--- src/rtl/bf_io_uart_pkg.sv ---
// Shared definitions for the Brainfuck CPU I/O UART bridge: handshake states,
// direction encodings and receiver states.
package bf_io_uart_pkg;

  typedef enum logic [1:0] {
    BFIO_IDLE,
    BFIO_RD_WAIT,
    BFIO_WR_WAIT,
    BFIO_ACK_HOLD
  } bfio_state_e;

  localparam logic DIRECTION_READ  = 1'b0;
  localparam logic DIRECTION_WRITE = 1'b1;

  typedef enum logic [2:0] {
    RX_IDLE,
    RX_START,
    RX_DATA,
    RX_STOP,
    RX_WAIT_HIGH
  } rx_state_e;

endpackage

--- src/rtl/bf_sync_fifo.sv ---
// Synchronous FIFO with extra-MSB pointers; the head entry is read straight
// from the storage registers.
module bf_sync_fifo #(
  parameter int unsigned WIDTH      = 8,
  parameter int unsigned DEPTH_LOG2 = 4
) (
  input  logic             clk,
  input  logic             rst_n,
  input  logic             push_i,
  input  logic [WIDTH-1:0] wdata_i,
  input  logic             pop_i,
  output logic [WIDTH-1:0] rdata_o,
  output logic             full_o,
  output logic             empty_o
);

  localparam int unsigned DEPTH = 1 << DEPTH_LOG2;
  localparam logic [DEPTH_LOG2:0] PTR_ONE = {{DEPTH_LOG2{1'b0}}, 1'b1};

  logic [WIDTH-1:0]    mem_q [DEPTH];
  logic [DEPTH_LOG2:0] wptr_q;
  logic [DEPTH_LOG2:0] rptr_q;
  logic                do_push;
  logic                do_pop;

  assign empty_o = (wptr_q == rptr_q);
  assign full_o  = (wptr_q[DEPTH_LOG2] != rptr_q[DEPTH_LOG2]) &&
                   (wptr_q[DEPTH_LOG2-1:0] == rptr_q[DEPTH_LOG2-1:0]);
  assign do_push = push_i && !full_o;
  assign do_pop  = pop_i && !empty_o;
  assign rdata_o = mem_q[rptr_q[DEPTH_LOG2-1:0]];

  always_ff @(posedge clk) begin
    if (!rst_n) begin
      wptr_q <= '0;
      rptr_q <= '0;
    end else begin
      if (do_push) wptr_q <= wptr_q + PTR_ONE;
      if (do_pop)  rptr_q <= rptr_q + PTR_ONE;
    end
  end

  always_ff @(posedge clk) begin
    if (do_push) mem_q[wptr_q[DEPTH_LOG2-1:0]] <= wdata_i;
  end

endmodule

--- src/rtl/bf_io_uart.sv ---
// Bridges the CPU req/ack I/O port to an 8N1 UART: '.' writes become TX
// frames, ',' reads are served from a FIFO of received bytes.
module bf_io_uart
  import bf_io_uart_pkg::*;
#(
  parameter logic [15:0] CLK_DIV            = 16'd868,
  parameter int unsigned RX_FIFO_DEPTH_LOG2 = 4
) (
  input  logic       clk,
  input  logic       rst_n,
  input  logic       io_req,
  input  logic       io_dir,
  input  logic [7:0] io_wdata,
  output logic       io_ack,
  output logic [7:0] io_rdata,
  output logic       uart_tx,
  input  logic       uart_rx,
  output logic       rx_overrun,
  output logic       rx_frame_err
);

  localparam logic [15:0] BIT_M1  = CLK_DIV - 16'd1;
  localparam logic [15:0] HALF_M1 = (CLK_DIV >> 1) - 16'd1;

  bfio_state_e state_q;
  logic        io_ack_q;
  logic [7:0]  io_rdata_q;

  logic        tx_busy_q;
  logic [15:0] tx_cnt_q;
  logic [3:0]  tx_bit_q;
  logic [8:0]  tx_shift_q;
  logic        uart_tx_q;

  rx_state_e   rx_state_q;
  logic        rx_meta_q;
  logic        rx_sync_q;
  logic [15:0] rx_cnt_q;
  logic [2:0]  rx_bit_q;
  logic [7:0]  rx_shift_q;
  logic        rx_push_q;
  logic [7:0]  rx_byte_q;
  logic        overrun_q;
  logic        frame_err_q;

  logic        fifo_pop;
  logic        fifo_full;
  logic        fifo_empty;
  logic [7:0]  fifo_rdata;
  logic        tx_start;

  assign fifo_pop = (state_q == BFIO_RD_WAIT) && io_req && !fifo_empty;
  assign tx_start = (state_q == BFIO_WR_WAIT) && io_req && !tx_busy_q;

  bf_sync_fifo #(
    .WIDTH      (8),
    .DEPTH_LOG2 (RX_FIFO_DEPTH_LOG2)
  ) u_rx_fifo (
    .clk     (clk),
    .rst_n   (rst_n),
    .push_i  (rx_push_q),
    .wdata_i (rx_byte_q),
    .pop_i   (fifo_pop),
    .rdata_o (fifo_rdata),
    .full_o  (fifo_full),
    .empty_o (fifo_empty)
  );

  // A request dropped while waiting is a protocol violation: abandon silently.
  always_ff @(posedge clk) begin
    if (!rst_n) begin
      state_q    <= BFIO_IDLE;
      io_ack_q   <= 1'b0;
      io_rdata_q <= '0;
    end else begin
      case (state_q)
        BFIO_IDLE: begin
          if (io_req) state_q <= (io_dir == DIRECTION_WRITE) ? BFIO_WR_WAIT : BFIO_RD_WAIT;
        end
        BFIO_RD_WAIT: begin
          if (!io_req) begin
            state_q <= BFIO_IDLE;
          end else if (!fifo_empty) begin
            io_rdata_q <= fifo_rdata;
            io_ack_q   <= 1'b1;
            state_q    <= BFIO_ACK_HOLD;
          end
        end
        BFIO_WR_WAIT: begin
          if (!io_req) begin
            state_q <= BFIO_IDLE;
          end else if (!tx_busy_q) begin
            io_ack_q <= 1'b1;
            state_q  <= BFIO_ACK_HOLD;
          end
        end
        BFIO_ACK_HOLD: begin
          if (!io_req) begin
            io_ack_q <= 1'b0;
            state_q  <= BFIO_IDLE;
          end
        end
        default: state_q <= BFIO_IDLE;
      endcase
    end
  end

  // Bit 0 is the start bit; bits 1..9 shift out {stop, data} LSB first.
  always_ff @(posedge clk) begin
    if (!rst_n) begin
      tx_busy_q  <= 1'b0;
      tx_cnt_q   <= '0;
      tx_bit_q   <= '0;
      tx_shift_q <= '1;
      uart_tx_q  <= 1'b1;
    end else if (tx_start) begin
      tx_shift_q <= {1'b1, io_wdata};
      uart_tx_q  <= 1'b0;
      tx_busy_q  <= 1'b1;
      tx_cnt_q   <= '0;
      tx_bit_q   <= '0;
    end else if (tx_busy_q) begin
      if (tx_cnt_q == BIT_M1) begin
        tx_cnt_q <= '0;
        if (tx_bit_q == 4'd9) begin
          tx_busy_q <= 1'b0;
          uart_tx_q <= 1'b1;
        end else begin
          tx_bit_q   <= tx_bit_q + 4'd1;
          uart_tx_q  <= tx_shift_q[0];
          tx_shift_q <= {1'b1, tx_shift_q[8:1]};
        end
      end else begin
        tx_cnt_q <= tx_cnt_q + 16'd1;
      end
    end
  end

  always_ff @(posedge clk) begin
    if (!rst_n) begin
      rx_meta_q   <= 1'b1;
      rx_sync_q   <= 1'b1;
      rx_state_q  <= RX_IDLE;
      rx_cnt_q    <= '0;
      rx_bit_q    <= '0;
      rx_shift_q  <= '0;
      rx_push_q   <= 1'b0;
      rx_byte_q   <= '0;
      overrun_q   <= 1'b0;
      frame_err_q <= 1'b0;
    end else begin
      rx_meta_q <= uart_rx;
      rx_sync_q <= rx_meta_q;
      rx_push_q <= 1'b0;
      if (rx_push_q && fifo_full) overrun_q <= 1'b1;
      case (rx_state_q)
        RX_IDLE: begin
          if (!rx_sync_q) begin
            rx_state_q <= RX_START;
            rx_cnt_q   <= '0;
          end
        end
        RX_START: begin
          if (rx_cnt_q == HALF_M1) begin
            rx_cnt_q   <= '0;
            rx_bit_q   <= '0;
            rx_state_q <= rx_sync_q ? RX_IDLE : RX_DATA;
          end else begin
            rx_cnt_q <= rx_cnt_q + 16'd1;
          end
        end
        RX_DATA: begin
          if (rx_cnt_q == BIT_M1) begin
            rx_cnt_q   <= '0;
            rx_shift_q <= {rx_sync_q, rx_shift_q[7:1]};
            rx_bit_q   <= rx_bit_q + 3'd1;
            if (rx_bit_q == 3'd7) rx_state_q <= RX_STOP;
          end else begin
            rx_cnt_q <= rx_cnt_q + 16'd1;
          end
        end
        RX_STOP: begin
          if (rx_cnt_q == BIT_M1) begin
            rx_cnt_q <= '0;
            if (rx_sync_q) begin
              rx_push_q  <= 1'b1;
              rx_byte_q  <= rx_shift_q;
              rx_state_q <= RX_IDLE;
            end else begin
              frame_err_q <= 1'b1;
              rx_state_q  <= RX_WAIT_HIGH;
            end
          end else begin
            rx_cnt_q <= rx_cnt_q + 16'd1;
          end
        end
        RX_WAIT_HIGH: begin
          if (rx_sync_q) rx_state_q <= RX_IDLE;
        end
        default: rx_state_q <= RX_IDLE;
      endcase
    end
  end

  assign io_ack       = io_ack_q;
  assign io_rdata     = io_rdata_q;
  assign uart_tx      = uart_tx_q;
  assign rx_overrun   = overrun_q;
  assign rx_frame_err = frame_err_q;

endmodule

--- config.mk ---
export PLATFORM = sky130hd
export DESIGN_NAME = bf_io_uart
export DESIGN_NICKNAME = d
export VERILOG_FILES = /design/src/rtl/bf_io_uart_pkg.sv /design/src/rtl/bf_sync_fifo.sv /design/src/rtl/bf_io_uart.sv
export SDC_FILE = /design/constraint.sdc
export NUM_CORES = 1
export LEC_CHECK = 0
export ABC_AREA = 1
export CORE_UTILIZATION = 60
export CTS_CLUSTER_SIZE = 20
export DETAILED_ROUTE_END_ITERATION = 12
export MAX_ROUTING_LAYER = met4
export PLACE_DENSITY = 0.78
export SLEW_MARGIN = 15
export SYNTH_ARGS = -nofsm -noshare
export SYNTH_HDL_FRONTEND = slang
export SYNTH_SLANG_ARGS = --single-unit
--- constraint.sdc ---
create_clock -name clk -period 5.2 [get_ports clk]
set_input_delay 1.04 -clock clk [delete_from_list [all_inputs] [get_ports clk]]
set_output_delay 1.04 -clock clk [all_outputs]
set_load 0.02 [all_outputs]
## Yosys cells after proc, flatten, opt, wreduce, memory -nomap -nowiden

Memory sizes are Yosys's and may differ from the RTL's. A register that Yosys moved wholly into a read port is not among the register bits.
Index checks and enable logic that the tools add are counted.

- Add/subtract/negate cells: 6
- Eq/ne operators: 30
- Muxes and demuxes: 46
- Bitwise gates (word level): 4
- Reductions and logical operators: 34

Operator list:

| operator | number |
|---|---|
| $mux W16 | 4 |
| $pmux W16 S3 | 1 |
| $add A16 B1 Y16 const B | 2 |
| $eq A16 B10 Y1 const B | 2 |
| $mux W8 | 4 |
| $mux W3 | 9 |
| $ne A2 B2 Y1 const B | 13 |
| $reduce_and A3 Y1 | 7 |
| $eq A16 B9 Y1 const B | 1 |
| $mux W1 | 16 |
| $mux W2 | 8 |
| $pmux W3 S5 | 1 |
| $reduce_and A6 Y1 | 2 |
| $add A5 B1 Y5 const B | 2 |
| $logic_and A1 B1 Y1 | 8 |
| $pmux W2 S4 | 1 |
| $eq A3 B2 Y1 const B | 2 |
| $eq A3 B3 Y1 const B | 2 |
| $ne A3 B3 Y1 const B | 2 |
| $pmux W3 S2 | 1 |
| $reduce_and A2 Y1 | 3 |
| $reduce_bool A2 Y1 | 3 |
| $reduce_bool A3 Y1 | 2 |
| $eq A5 B5 Y1 | 1 |
| other kinds (15) | 23 |

- Register bits: 86
- Bits in writable memories: 128
- Word-level logic and storage cells: 140
- Memories: 1

Memory list:

| name | depth | width | read ports | clocked after memory_dff | wr ports | line | RTL |
|---|---|---|---|---|---|---|---|
| u_rx_fifo.mem_q | 16 | 8 | 1 | 1 | 1 | bf_sync_fifo.sv:20 | `logic [WIDTH-1:0] mem_q [DEPTH];` |

## Logic depth before layout (Yosys ltp)

- Word-level depth: 6
- Mapped depth: 12

## By module

Synthesis repeated with hierarchy kept, for this count alone.

- Cells, all modules: 1143
- Area total of the unflattened synthesis: 10164.7 um^2

Modules (own cells, without submodules):

| module | instances | cells each | area an instance (um^2) |
|---|---|---|---|
| bf_sync_fifo | 1 | 536 | 6010.8 |
| bf_io_uart | 1 | 607 | 4154.0 |

## Worst setup path before layout

Ideal clock, no wire load.

- Path kind: input -> register
- Start point: input port io_req
- End point: register tx_shift_q[3]
- Arrival time: 1.907 ns
- Data required time: 5.083 ns
- Slack: 3.177 ns
- Stages: 7
- Buffers on the path: 2
- Path through: clkbuf_1 nand3_1 inv_1 buf_2 nor2_1 a21oi_1 nand2_1

- Cells in the longest elaborated chain, start to end: 4
- Elaborated cells between the ends (all ways): 7

Ends and longest elaborated chain:

| element | line | RTL |
|---|---|---|
| start: declaration | bf_io_uart.sv:11 | `input logic io_req,` |
| $logic_and A1 B1 Y1 * (2 in series) | bf_io_uart.sv:53 | `assign tx_start = (state_q == BFIO_WR_WAIT) && io_req && !tx_busy_q;` |
| $ne A2 B2 Y1 (no source line) or $reduce_bool A2 Y1 (tied branches) | n/a |  |
| $reduce_and A3 Y1 (no source line) | n/a |  |
| end signal: assignment | bf_io_uart.sv:117 | `tx_shift_q <= {1'b1, io_wdata};` |
| end signal: assignment | bf_io_uart.sv:131 | `tx_shift_q <= {1'b1, tx_shift_q[8:1]};` |
| end: declaration | bf_io_uart.sv:32 | `logic [8:0] tx_shift_q;` |

Every way passes the cells marked *; elsewhere a longest branch is shown, timed or not.
A chain may end at the register's enable or synchronous reset.

## Worst setup path after layout

- Start point: input port io_req
- End point: register tx_cnt_q[14]

- Cells in the longest elaborated chain, start to end: 3

Ends and longest elaborated chain:

| element | line | RTL |
|---|---|---|
| $logic_and A1 B1 Y1 (2 in series) | bf_io_uart.sv:53 |  |
| $reduce_or A2 Y1 (no source line) | n/a |  |
| end signal: assignment | bf_io_uart.sv:134 | `tx_cnt_q <= tx_cnt_q + 16'd1;` |
| end: declaration | bf_io_uart.sv:30 | `logic [15:0] tx_cnt_q;` |

No other way between the ends.

==> impl_table.tex <==
\begin{tabular}{lr}
\hline
Metric & Value \\
\hline
\multicolumn{2}{l}{\textbf{Yosys}} \\
Synthesis warning total & 0 \\
Post-synth top area share & 0.396 \\
Largest cells by area after synthesis & sky130\_fd\_sc\_hd\_\_edfxtp\_1, sky130\_fd\_sc\_hd\_\_dfxtp\_1, sky130\_fd\_sc\_hd\_\_nand2\_1 \\
Portion of the post-synthesis area used by sequential elements & 0.590 \\
Number of flops mapped to enable cells by yosys & 128 \\
Number of standard cells after synthesis & 1037 \\
Syn Nets & 1067 \\
Count of cell types in the netlist & 43 \\
Main flop type after synthesis & sky130\_fd\_sc\_hd\_\_edfxtp\_1 \\
Synth Cell Area & 0.00971 mm² \\
Post-synthesis sequential element count & 222 \\
Avg Inst Size Synth & 9.36 µm² \\
Most area-hungry cell type in the Yosys netlist & sky130\_fd\_sc\_hd\_\_edfxtp\_1 \\
Share of flip-flops with an asynchronous set or reset after synthesis & 0 \\
\multicolumn{2}{l}{\textbf{Global routing}} \\
Congestion Overflow GR & 0 \\
First-pass GRT wire length & 33.0 mm \\
Tot GR Track Use & 0.261 \\
Number of antenna violations at the first check in global routing & 0 \\
Maximum number of pins on one net before global-route repair & 55 \\
Vias in the first global route & 6643 \\
\multicolumn{2}{l}{\textbf{Clock network}} \\
Hold buffer count at CTS & 0 \\
Total setup buffers inserted after CTS & 0 \\
Register clock-pin slew on the reported worst setup and hold paths & 70 ps \\
Worst-case clock buffer depth & 3 \\
Number of CTS-inserted buffers & 22 \\
Sink count of the clock tree & 222 \\
Latest clock arrival within the worst-skew pair & 520 ps \\
Clock tree from TritonCTS & done \\
Clock H-tree levels & 1 \\
Post-CTS sizing & 0 \\
CTS Root Buffer Type & sky130\_fd\_sc\_hd\_\_clkbuf\_16 \\
\multicolumn{2}{l}{\textbf{Placement}} \\
Placed cell count & 1241 \\
Routability congestion estimate & 0.876 \\
Port bufs & 24 \\
Cell area after placement & 0.0100 mm² \\
Detailed placement HPWL & 12.9 mm \\
\multicolumn{2}{l}{\textbf{Timing}} \\
Slew at the pin with the worst max-slew slack & 1030 ps \\
Setup TNS & 0 ps \\
Count of final setup violators & 0 \\
RSZ-0062 raised after global routing & no \\
Number of endpoints with negative hold slack in the final report & 0 \\
Min Clock Period, post-route & 2750 ps \\
Hold\_ws & 413 ps \\
Period Utilization, post-route & 0.529 \\
Maximum frequency from static timing analysis & 364 MHz \\
Clk\_skew & 19.8 ps \\
Count of pins over their slew limit & 0 \\
Slew Limit Headroom & 0.310 \\
\multicolumn{2}{l}{\textbf{Pwr}} \\
Combinational share of power & 0.117 \\
VDD IR max & 0.000352 V \\
Share of power burned in registers & 0.478 \\
Leak & 3.82 nW \\
Internal power of the cells & 0.00301 W \\
P\_sw & 0.00102 W \\
Clock network fraction of design power & 0.405 \\
Switching share of power & 0.253 \\
Cell Pwr Density & 374 mW/mm² \\
\multicolumn{2}{l}{\textbf{Setup path}} \\
Max Fanout on Critical Path & 14 \\
Critical path start-end classification & input pin to flip-flop \\
Count of buffering cells on the critical path with inverters included & 3 \\
Slowest Stage Delay on Critical Path & 640 ps \\
Data required, critical path & 5590 ps \\
WP data arrival & 3140 ps \\
CP Cell Sequence & clkdlybuf4s50\_1 > nand3\_1 > inv\_1 > nor2\_1 > nand2\_2 > inv\_1 > o21ai\_0 > nor2\_1 \\
Slowest stage cell, crit path & sky130\_fd\_sc\_hd\_\_clkdlybuf4s50\_1 \\
Category of cells accounting for the largest share of critical-path delay & buffers and inverters \\
Nature of the critical path endpoint & flip-flop \\
Startpoint types & input pin \\
\multicolumn{2}{l}{\textbf{Final layout}} \\
Area of all sequential standard cells & 0.00573 mm² \\
Final standard cell area without fillers & 0.0108 mm² \\
Antenna cell count & 0 \\
Number of nets in the finished design & 1079 \\
Layout cell share with drive strength beyond 1 & 0.0732 \\
Synth-to-Final Area Change & 11.0\% \\
Final-layout fill cell count & 1239 \\
Total area of multi-input combinational cells & 0.00342 mm² \\
Non-filler cells in the finished layout & 1281 \\
\multicolumn{2}{l}{\textbf{Drt}} \\
Detailed-route vias per instance & 5.68 \\
Iter 0 DRT Violations & 630 \\
Detail Route Antenna Nets & 0 \\
Total wire length after detailed routing & 20.4 mm \\
Drc violations & 0 \\
Total iterations of the first detailed-routing run & 5 \\
Post-detailed-route wirelength per cell & 15.9 µm \\
DR vias & 7272 \\
\multicolumn{2}{l}{\textbf{Floorplanning}} \\
Initial Util & 0.614 \\
Number of placement rows & 46 \\
Horiz. Die Dim & 129 µm \\
Area enclosed by the die boundary & 0.0167 mm² \\
Core area & 0.0158 mm² \\
Num ports & 25 \\
Die H & 129 µm \\
\multicolumn{2}{l}{\textbf{Hold path}} \\
Class of the most critical hold timing path & flip-flop to flip-flop \\
\multicolumn{2}{l}{\textbf{Run status}} \\
Outcome & finished clean \\
\multicolumn{2}{l}{\textbf{Flow run}} \\
\# Max-Cap Violations & 0 \\
\hline
\end{tabular}
-- cell usage in the layout (no fill, tap or decap), types with 7 or more instances in the layout --
| cell type | count |
|---|---|
| sky130_fd_sc_hd__dfxtp_1 | 93 |
| sky130_fd_sc_hd__o21ai_1 | 8 |
| sky130_fd_sc_hd__clkinv_1 | 8 |
| sky130_fd_sc_hd__ha_1 | 17 |
| sky130_fd_sc_hd__clkbuf_16 | 22 |
| sky130_fd_sc_hd__inv_1 | 89 |
| sky130_fd_sc_hd__nand4_1 | 16 |
| sky130_fd_sc_hd__xnor2_1 | 7 |
| sky130_fd_sc_hd__nor2_1 | 155 |
| sky130_fd_sc_hd__o211ai_1 | 14 |
| sky130_fd_sc_hd__clkdlybuf4s50_1 | 23 |
| sky130_fd_sc_hd__nor3_1 | 13 |
| sky130_fd_sc_hd__nand2_1 | 156 |
| sky130_fd_sc_hd__o22ai_1 | 16 |
| sky130_fd_sc_hd__edfxtp_1 | 128 |
| sky130_fd_sc_hd__nand2_2 | 11 |
| sky130_fd_sc_hd__nand3_1 | 58 |
| sky130_fd_sc_hd__a21oi_1 | 62 |
| sky130_fd_sc_hd__o21ai_0 | 96 |
-- cell usage after synthesis (13+ instances only) --
cell                       count
sky130_fd_sc_hd__nand2_1     156
sky130_fd_sc_hd__nor2_1      155
sky130_fd_sc_hd__edfxtp_1    128
sky130_fd_sc_hd__o21ai_0      96
sky130_fd_sc_hd__dfxtp_1      94
sky130_fd_sc_hd__inv_1        89
sky130_fd_sc_hd__a21oi_1      62
sky130_fd_sc_hd__nand3_1      58
sky130_fd_sc_hd__clkbuf_1     17
sky130_fd_sc_hd__ha_1         17
sky130_fd_sc_hd__nand4_1      16
sky130_fd_sc_hd__o22ai_1      16
sky130_fd_sc_hd__buf_2        14
sky130_fd_sc_hd__o211ai_1     14
sky130_fd_sc_hd__nor3_1       13
-- per-stage QoR --
step / total power [W] / setup WS, ps / util
after floorplan: 0.00232 / 3180 / -
after global placement: 0.00242 / 2040 / 0.634
after detailed placement: 0.00243 / 1960 / 0.634
after CTS: 0.00405 / 2490 / 0.681
after global routing: 0.00419 / 2290 / 0.681
final: 0.00403 / 2450 / 0.681
-- routing by layer --
layer | GRT usage | wire length [µm] | part of all wire | up-vias
met5 | - | 0 | 0 | -
met4 | 0.0997 | 677 | 0.033 | 0
met3 | 0.0409 | 1430 | 0.070 | 50
met2 | 0.404 | 9280 | 0.46 | 288
met1 | 0.347 | 8990 | 0.44 | 3360
li1 | - | - | - | 3574
-- worst paths after layout --
| path | startpoint | to | slack [ps] | depth (start not counted) |
|---|---|---|---|---|
| setup / recovery | io_req | tx_cnt_q[14] | 2450 | 8 |
| hold / removal | rx_meta_q | rx_sync_q | 410 | 1 |
| setup reg to reg | u_rx_fifo.rptr_q[1] | u_rx_fifo.mem_q[8][6] | 2550 | 10 |
| hold reg to reg | rx_meta_q | rx_sync_q | 410 | 1 |
-- worst register-to-register path: cells and delay by family (launching register included) --
kind                   cells  cell delay, ps
buffers and inverters      2             440
flip-flops                 1             320
AND/OR/NAND/NOR            8            1510
-- final cells by class --
class | count | share of cell area
clock buffer | 24 | 0.0518
clock inverter | 16 | 0.0171
inverter | 95 | 0.0331
multi-input combinational | 680 | 0.317
sequential | 222 | 0.531
tap | 216 | 0.0251
timing repair buffer | 28 | 0.0246
-- registers in the layout (all words and copies together) (netlist names), 2 cells and up --
register / count
io_rdata: 8
rx_bit_q: 3
rx_byte_q: 8
rx_cnt_q: 16
rx_shift_q: 8
rx_state_q: 3
state_q: 2
tx_bit_q: 4
tx_cnt_q: 16
tx_shift_q: 8
u_rx_fifo.mem_q: 128
u_rx_fifo.rptr_q: 5
u_rx_fifo.wptr_q: 5
-- kinds of logic (layout without fill, tap and decap cells) --
| kind of cell | Yosys count | in the layout | share of synthesized area |
|---|---|---|---|
| AOI/OAI and AO/OA | 215 | 215 | 0.122 |
| xor gates and xnor gates | 13 | 13 | 0.0117 |
| adders and majority gates | 17 | 17 | 0.0219 |
| buffers and inverters | 135 | 163 | 0.0580 |
| DFF | 222 | 222 | 0.590 |
| and+or+nand+nor | 435 | 435 | 0.196 |
-- power by group through the flow --
| stage | clock [W] | sequential, W | combinational, W |
|---|---|---|---|
| final | 0.00163 | 0.00193 | 0.000473 |
| after global routing | 0.00172 | 0.00193 | 0.000544 |
| after CTS | 0.00165 | 0.00193 | 0.000471 |
| after detailed placement | 0 | 0.00196 | 0.000469 |
| after global placement | 0 | 0.00196 | 0.000461 |
| after floorplan | 0 | 0.00196 | 0.000364 |
Note: power is estimated with default switching activity, not from simulation.
